$ cat config.mk
export PLATFORM = sky130hd
export DESIGN_NAME = imem_loader
export DESIGN_NICKNAME = d
export VERILOG_FILES = /design/src/rtl/imem_loader.sv
export SDC_FILE = /design/constraint.sdc
export NUM_CORES = 1
export LEC_CHECK = 0
export ABC_AREA = 1
export CORE_AREA = 3 3 151 109
export DETAILED_ROUTE_END_ITERATION = 16
export DIE_AREA = 0 0 154 112
export PLACE_DENSITY = 0.52
export SYNTH_ARGS = -nofsm -noshare
export SYNTH_HDL_FRONTEND = slang
export SYNTH_SLANG_ARGS = --single-unit
$ cat constraint.sdc
create_clock -name clk -period 4.5 [get_ports clk]
set_input_delay 0.9 -clock clk [delete_from_list [all_inputs] [get_ports clk]]
set_output_delay 0.9 -clock clk [all_outputs]
set_load 0.005 [all_outputs]
$ cat src/rtl/imem_loader.sv
// Purpose: assembles a little-endian byte stream into 32-bit words and writes them to instruction memory, holding the core in reset while loading.
// Latency: a word is written the cycle after its 4th byte is accepted; done pulses one cycle after the last write.
// Backpressure: byte_ready is high for every LOAD cycle except the final write cycle; no mid-load stalls, idle gaps beyond TIMEOUT abort to ERR.
module imem_loader #(
    parameter int ADDR_W  = 8,
    parameter int DEPTH   = 256,
    parameter int TIMEOUT = 1024
) (
    input  logic              clk,
    input  logic              rst,
    input  logic              start,
    input  logic [ADDR_W:0]   load_len,
    input  logic              byte_valid,
    input  logic [7:0]        byte_data,
    output logic              byte_ready,
    output logic              imem_we,
    output logic [ADDR_W-1:0] imem_addr,
    output logic [31:0]       imem_wdata,
    output logic              core_rst_n,
    output logic              busy,
    output logic              done,
    output logic              err
);

    localparam int IDLE_W = $clog2(TIMEOUT) + 1;

    typedef enum logic [1:0] {
        S_IDLE = 2'd0,
        S_LOAD = 2'd1,
        S_DONE = 2'd2,
        S_ERR  = 2'd3
    } state_t;

    state_t            state;
    state_t            state_nxt;
    logic [ADDR_W:0]   len_q;
    logic [ADDR_W:0]   word_cnt;
    logic [1:0]        byte_cnt;
    logic [IDLE_W-1:0] idle_cnt;
    logic [23:0]       shift_buf;

    logic              xfer;
    logic              len_ok;
    logic              word_end;
    logic              last_word;
    logic              load_entry;

    assign xfer       = byte_valid && byte_ready;
    assign len_ok     = (load_len != '0) && (load_len <= (ADDR_W+1)'(DEPTH));
    assign word_end   = xfer && (byte_cnt == 2'd3);
    // The final word's 4th byte: byte_ready must drop in the cycle its write appears.
    assign last_word  = word_end && (word_cnt == (len_q - (ADDR_W+1)'(1)));
    assign load_entry = (state != S_LOAD) && (state_nxt == S_LOAD);

    // State register.
    always_ff @(posedge clk or negedge rst) begin
        if (!rst) begin
            state <= S_IDLE;
        end else begin
            state <= state_nxt;
        end
    end

    // Next-state logic; after the last write word_cnt equals len_q, which ends the load.
    always_comb begin
        state_nxt = state;
        case (state)
            S_IDLE: begin
                if (start) begin
                    state_nxt = len_ok ? S_LOAD : S_ERR;
                end
            end
            S_LOAD: begin
                if (word_cnt == len_q) begin
                    state_nxt = S_DONE;
                end else if (!xfer && (idle_cnt == IDLE_W'(TIMEOUT - 1))) begin
                    state_nxt = S_ERR;
                end
            end
            S_DONE: begin
                state_nxt = S_IDLE;
            end
            S_ERR: begin
                if (start && len_ok) begin
                    state_nxt = S_LOAD;
                end
            end
            default: begin
                state_nxt = S_IDLE;
            end
        endcase
    end

    // Status outputs are registered from the next state so they line up with the state they describe.
    always_ff @(posedge clk or negedge rst) begin
        if (!rst) begin
            byte_ready <= 1'b0;
            core_rst_n <= 1'b0;
            busy       <= 1'b0;
            done       <= 1'b0;
            err        <= 1'b0;
        end else begin
            byte_ready <= (state_nxt == S_LOAD) && !last_word;
            core_rst_n <= (state_nxt == S_IDLE);
            busy       <= (state_nxt == S_LOAD);
            done       <= (state_nxt == S_DONE);
            err        <= (state_nxt == S_ERR);
        end
    end

    // Memory write port: strobe for one cycle per completed word, address/data held otherwise.
    always_ff @(posedge clk or negedge rst) begin
        if (!rst) begin
            imem_we    <= 1'b0;
            imem_addr  <= '0;
            imem_wdata <= '0;
        end else begin
            imem_we <= word_end;
            if (word_end) begin
                imem_addr  <= word_cnt[ADDR_W-1:0];
                imem_wdata <= {byte_data, shift_buf};
            end
        end
    end

    // Byte/word/idle counters and the partial-word buffer; a new load starts from a clean slate.
    always_ff @(posedge clk or negedge rst) begin
        if (!rst) begin
            len_q     <= '0;
            word_cnt  <= '0;
            byte_cnt  <= '0;
            idle_cnt  <= '0;
            shift_buf <= '0;
        end else if (load_entry) begin
            len_q     <= load_len;
            word_cnt  <= '0;
            byte_cnt  <= '0;
            idle_cnt  <= '0;
            shift_buf <= '0;
        end else if (state == S_LOAD) begin
            if (xfer) begin
                idle_cnt <= '0;
                if (word_end) begin
                    byte_cnt <= '0;
                    word_cnt <= word_cnt + (ADDR_W+1)'(1);
                end else begin
                    shift_buf[{byte_cnt, 3'b000} +: 8] <= byte_data;
                    byte_cnt <= byte_cnt + 2'd1;
                end
            end else begin
                idle_cnt <= idle_cnt + IDLE_W'(1);
            end
        end
    end

endmodule
==> results of run 1 <==
## where the power goes
part           total, mW  switching [mW]  leakage [nW]  internal (mW)
clock              0.775           0.342         0.144          0.433
sequential          1.28           0.143          1.39           1.14
combinational       1.26           0.774          1.38          0.488
## sequential cells by signal (all words and copies together) (netlist names), 2 cells and up
name	cells
imem_addr	8
byte_cnt	2
len_q	9
shift_buf	24
state	2
idle_cnt	11
imem_wdata	32
word_cnt	9
## stage by stage
| step | worst slack, ns | area (sq um) | hold slack (ns) | std cells | util, % |
|---|---|---|---|---|---|
| after floorplan | 2.342 | 4956 | 0.4426 | 594 | - |
| after global placement | 1.197 | 5767 | 0.4570 | 844 | 37.78 |
| after detailed placement | 1.062 | 5767 | 0.4643 | 844 | 37.78 |
| after CTS | 1.434 | 6057 | 0.4812 | 860 | 39.69 |
| after global routing | 1.174 | 6057 | 0.4964 | 860 | 39.69 |
| final | 1.443 | 6057 | 0.4730 | 860 | 39.69 |
## synthesized netlist by cell type, types with 13 or more instances
library cell                n
sky130_fd_sc_hd__a21oi_1   18
sky130_fd_sc_hd__dfrtp_1  103
sky130_fd_sc_hd__inv_1     61
sky130_fd_sc_hd__nand2_1  175
sky130_fd_sc_hd__nand3_1   40
sky130_fd_sc_hd__nor2_1    54
sky130_fd_sc_hd__o21ai_0   34
sky130_fd_sc_hd__xor2_1    13
## critical path: cells and delay by family
family | cells | cell delay, ns
buffers and inverters | 2 | 0.47
and+or+nand+nor | 8 | 1.69
AOI/OAI and AO/OA | 1 | 0.21
## layer usage
layer | up-vias | global-route usage [%] | share of wire [%]
met3 | 10 | 3.341 | 4.4
met2 | 85 | 20.41 | 42
met1 | 1794 | 21.54 | 53
met4 | 0 | 3.118 | 1.1
met5 | - | 0 | 0
li1 | 1996 | - | -
## layout make-up
type | count | area (sq um) | share of cell area, %
clock buffers | 11 | 232.7 | 3.842
flip-flops and latches | 103 | 2577 | 42.55
inverters | 70 | 262.8 | 4.338
clock inverters | 5 | 57.56 | 0.9502
multi-input cells | 403 | 2003 | 33.07
repair buffers | 68 | 673.1 | 11.11
well taps | 200 | 250.2 | 4.131
## final timing paths
kind | slack (ns) | cells after the start | endpoint | startpoint
worst min-delay path | 0.47 | 2 | imem_wdata[22] | imem_wdata[22]
max in group asynchronous | 2.82 | 2 | idle_cnt[9] | rst
min in group asynchronous | 0.64 | 1 | imem_wdata[4] | rst
worst max register to register | 1.90 | 11 | idle_cnt[2] | idle_cnt[1]
worst max-delay path | 1.44 | 11 | idle_cnt[2] | load_len[7]
worst min register to register | 0.47 | 2 | imem_wdata[22] | imem_wdata[22]
## cells by family after synthesis
group | Yosys count | synth area share, %
AOI/OAI and AO/OA | 69 | 7.826
DFF | 103 | 52.01
and+or+nand+nor | 305 | 26.86
adders and majority gates | 8 | 2.020
xor gates and xnor gates | 21 | 3.711
buffers and inverters | 88 | 7.574
==> flow_summary_export.csv, run 1 <==
group,metric,value,unit
status,outcome,"finished, final reports clean",
setup_path,timing.critical_path.cells,"clkdlybuf4s50_1, nor2_1, nand2_1, o21ai_0, nand3b_1, nand2_1, inv_1, nand2_2, nand4_1, nand3_1, nand2_1",
die,die_width,154,um
sta,skew,0.006861,ns
clocking,cts_htree_levels,3,
layout,layout.nets,684,
sta,hold_violation_total_from_the_final_report,0,
setup_path,crit_top_cell,"sky130_fd_sc_hd__nand2_1",
clocking,clock_sinks,103,
clocking,number_of_buffers_added_by_the_clock_tree_synthesis_step,9,
placement,dp_hpwl,8135,um
power_and_ir_drop,p_per_cell_area,547.7,nW/um^2
clocking,post_cts_buffers,0,
grt,antenna_found_initial,0,
layout,antennaDiodeCount,0,
power_and_ir_drop,power.static_leakage,2.910,nW
sta,totalNegativeSetupSlack,0,ns
hold_path,worstHoldPathType,"reg -> reg",
yosys,synth.top_cell.area_share,52.01,%
die,initial_core_utilization,32.47,%
yosys,synth-edff-count,0,
clocking,cts.clk_slew.worst_paths,0.07,ns
routing,detail_route.first_pass.iterations,5,
yosys,post_synth_instance_area,4956,sq um
yosys,synth.distinct_cells,33,
yosys,syn-instance-count,594,
grt,grt_use_total,14.14,%
die,floorplan.rows,38,
grt,pin_count_of_the_biggest_net_entering_global_routing,67,
routing,routed_via_density,4.517,
routing,drc_errors,0,
placement,place_congestion,0.8174,
setup_path,maximum_fanout_along_the_worst_path,21,
yosys,ys_dominant_reg_cell,"sky130_fd_sc_hd__dfrtp_1",
yosys,yosys.area.top_type,"sky130_fd_sc_hd__dfrtp_1",
grt,number_of_global_route_vias_before_repair,3900,
die,floorplan.core_area,15260,sq um
yosys,synth_top_cells_by_area,"sky130_fd_sc_hd__dfrtp_1 (52%), sky130_fd_sc_hd__nand2_1 (13%), sky130_fd_sc_hd__inv_1 (4.6%)",
setup_path,worstPathRequired,4.73,ns
placement,count_of_input_and_output_buffers,66,
layout,final.fill_count,1552,
grt,grt_pass1_wl,20100,um
routing,drt_iter0_drc,271,
layout,final_cell_mix,"sky130_fd_sc_hd__nand2_1 (175), sky130_fd_sc_hd__dfrtp_1 (103), sky130_fd_sc_hd__clkdlybuf4s50_1 (65), sky130_fd_sc_hd__inv_1 (61), sky130_fd_sc_hd__nor2_1 (54)",
yosys,postSynth.asyncResetShare,100.0,%
power_and_ir_drop,max-vdd-ir-drop,0.2776,mV
setup_path,crit_type,"in -> reg",
die,die_height,112,um
power_and_ir_drop,report.power.total,3.318,mW
sta,rsz0062_at_grt,"no",
setup_path,endpoint_kind,"flip-flop",
layout,share_of_cells_above_drive_strength_1,7.424,%
setup_path,cp_slowest_cell,"sky130_fd_sc_hd__nand4_1",
yosys,ys_seq_area_share,52.01,%
sta,post-route-period-util,67.94,%
clocking,clk_path_buf_depth,2,
routing,drt_wl_total,11600,um
yosys,yosys_warnings,0,
routing,drtAntennaViolNets,0,
clocking,post_cts_resize_count,0,
yosys,syn-num-nets,623,
layout,layout.cells.most_common,"sky130_fd_sc_hd__nand2_1",
sta,setup-violations-final,0,
setup_path,worst_path_largest_cell_delay,0.78,ns
setup_path,critical_path_arrival,3.28,ns
clocking,cts_tree,"built",
job,cap_viol_max_count,0,
clocking,cts-root-buf,"sky130_fd_sc_hd__clkbuf_16",
layout,flow.area_growth_from_synthesis,22.22,%
grt,grt.overflow.total,0,
sta,max_freq,327.1,MHz
setup_path,crit_path_start_kind,"primary input",
sta,relSlewSlack,33.01,%
yosys,syn_avg_cell_area,8.343,sq um
clocking,post_cts_hold_buffer_count,0,
clocking,clk_latency,0.34,ns
sta,period_needed,3.057,ns
die,die-area,17250,sq um
sta,worstMarginPinSlew,1.002,ns
sta,timing_max_transition_violations_final,0,
routing,wl_per_cell,13.49,um
routing,routed-via-count,3885,
yosys,ys_ff_latch,103,
die,boundaryPins,67,
Note: power is estimated with default switching activity, not from simulation.
==> run 2: changes to the inputs <==
==> constraint.sdc (replaced) <==
create_clock -name clk -period 3.21 [get_ports clk]
set_input_delay 0.642 -clock clk [delete_from_list [all_inputs] [get_ports clk]]
set_output_delay 0.642 -clock clk [all_outputs]
set_load 0.005 [all_outputs]
==> flow_summary_export.csv, run 2 (synthesis results as in run 1) <==
group,metric,value,unit
layout,flow.area_growth_from_synthesis,23.91,%
grt,antenna_found_initial,0,
clocking,post_cts_hold_buffer_count,0,
layout,final_cell_mix,"sky130_fd_sc_hd__nand2_1 (175), sky130_fd_sc_hd__dfrtp_1 (103), sky130_fd_sc_hd__clkdlybuf4s50_1 (65), sky130_fd_sc_hd__inv_1 (61), sky130_fd_sc_hd__nor2_1 (54)",
setup_path,timing.critical_path.cells,"clkdlybuf4s50_1, nand2_1, nor2_1, nand2_2, nor3_1, nand2_1, inv_1, nand2_1, nor2_1, xor2_1, nor2_1",
setup_path,worst-r2r-setup-slack,1.05,ns
setup_path,worstPathRequired,3.42,ns
die,floorplan.rows,38,
power_and_ir_drop,report.power.total,4.813,mW
routing,routed-via-count,3935,
sta,setup-violations-final,0,
status,outcome,"finished, final reports clean",
routing,drt_iter0_drc,317,
clocking,number_of_buffers_added_by_the_clock_tree_synthesis_step,9,
die,initial_core_utilization,32.47,%
sta,skew,0.008133,ns
clocking,post_cts_resize_count,0,
routing,detail_route.first_pass.iterations,5,
clocking,post_cts_buffers,0,
clocking,cts.clk_slew.worst_paths,0.07,ns
placement,place_congestion,0.8118,
layout,post-route-util,40.24,%
setup_path,cp_slowest_cell,"sky130_fd_sc_hd__clkdlybuf4s50_1",
layout,max_reg_flops,32,
layout,fin_area,6141,sq um
setup_path,worstRegToRegCells,11,
sta,relSlewSlack,50.24,%
sta,hold_violation_total_from_the_final_report,0,
routing,drt_wl_total,11560,um
routing,drtAntennaViolNets,0,
setup_path,worstReg2RegEnd,"word_cnt[7]",
placement,count_of_input_and_output_buffers,66,
layout,share_of_cells_above_drive_strength_1,8.145,%
layout,layout.nets,687,
hold_path,worstHoldPathType,"in -> async",
layout,leading_registers_by_flop_count,"imem_wdata (32), shift_buf (24), idle_cnt (11)",
grt,grt_use_total,13.82,%
setup_path,maximum_fanout_along_the_worst_path,7,
grt,number_of_global_route_vias_before_repair,3752,
sta,period_needed,2.418,ns
setup_path,worst_path_largest_cell_delay,0.49,ns
sta,hold-worst-slack,0.3616,ns
layout,max_flop_register,"imem_wdata",
sta,max_freq,413.5,MHz
power_and_ir_drop,max-vdd-ir-drop,0.3642,mV
sta,worstMarginPinSlew,0.7463,ns
grt,grt.overflow.total,0,
placement,placement.cell_area,5814,sq um
die,die_height,112,um
die,boundaryPins,67,
die,die-area,17250,sq um
placement,dp_hpwl,8299,um
die,floorplan.core_area,15260,sq um
sta,totalNegativeSetupSlack,0,ns
clocking,cts-root-buf,"sky130_fd_sc_hd__clkbuf_16",
routing,routed_via_density,4.560,
sta,timing_max_transition_violations_final,0,
clocking,clock_sinks,103,
power_and_ir_drop,p_per_cell_area,783.7,nW/um^2
routing,wl_per_cell,13.39,um
clocking,clk_latency,0.34,ns
grt,grt_pass1_wl,19640,um
die,die_width,154,um
layout,layout.cells.most_common,"sky130_fd_sc_hd__nand2_1",
layout,antennaDiodeCount,0,
sta,rsz0062_at_grt,"no",
layout,final.fill_count,1529,
setup_path,crit_type,"in -> reg",
setup_path,worst-path-buf-inv,2,
power_and_ir_drop,power.static_leakage,2.946,nW
setup_path,reg2reg_from,"byte_cnt[0]",
clocking,clk_path_buf_depth,2,
clocking,cts_tree,"built",
routing,drc_errors,0,
job,cap_viol_max_count,0,
setup_path,critPathTopFamily,"simple AND/OR/NAND/NOR gates",
setup_path,crit_path_start_kind,"primary input",
sta,post-route-period-util,75.33,%
setup_path,endpoint_kind,"flip-flop",
grt,pin_count_of_the_biggest_net_entering_global_routing,59,
clocking,cts_htree_levels,3,
setup_path,critical_path_arrival,2.63,ns
## run 2: worst max path at each step
stage / start / endpoint / cells past startpoint / slack [ns]
floorplan: byte_valid / word_cnt[7] / 10 / 1.31
global placement: load_len[7] / shift_buf[17] / 12 / 0.50
detailed placement: load_len[7] / shift_buf[22] / 12 / 0.45
CTS: load_len[7] / shift_buf[8] / 12 / 0.80
global route: byte_valid / word_cnt[7] / 11 / 0.57
finish: byte_valid / word_cnt[7] / 11 / 0.79
## run 2: per-stage QoR
step	cells	setup slack (ns)
floorplan	594	1.310
global placement	847	0.5026
detailed placement	847	0.4514
CTS	863	0.7961
global route	863	0.5745
finish	863	0.7918
## run 2: metal layers
layer | vias up | track usage, % | share of wire (%)
li1 | 2004 | - | -
met1 | 1834 | 21.64 | 53
met2 | 95 | 19.68 | 42
met3 | 2 | 2.953 | 4.7
met4 | 0 | 2.647 | 0.31
met5 | - | 0 | 0
## run 2: cell type report
cell class	count	area [sq um]	share of cell area, %
timing repair buffer	71	720.7	11.74
tap	200	250.2	4.075
clock buffer	9	225.2	3.667
inverter	70	262.8	4.279
sequential	103	2577	41.97
clock inverter	7	101.3	1.650
multi-input combinational	403	2003	32.62
## run 2: power breakdown
group          leakage, nW  total [mW]  switching [mW]  internal [mW]
sequential            1.39        1.80           0.202           1.60
combinational         1.40        1.82            1.09          0.733
clock                0.158        1.19           0.499          0.694
total                 2.95        4.81            1.79           3.02
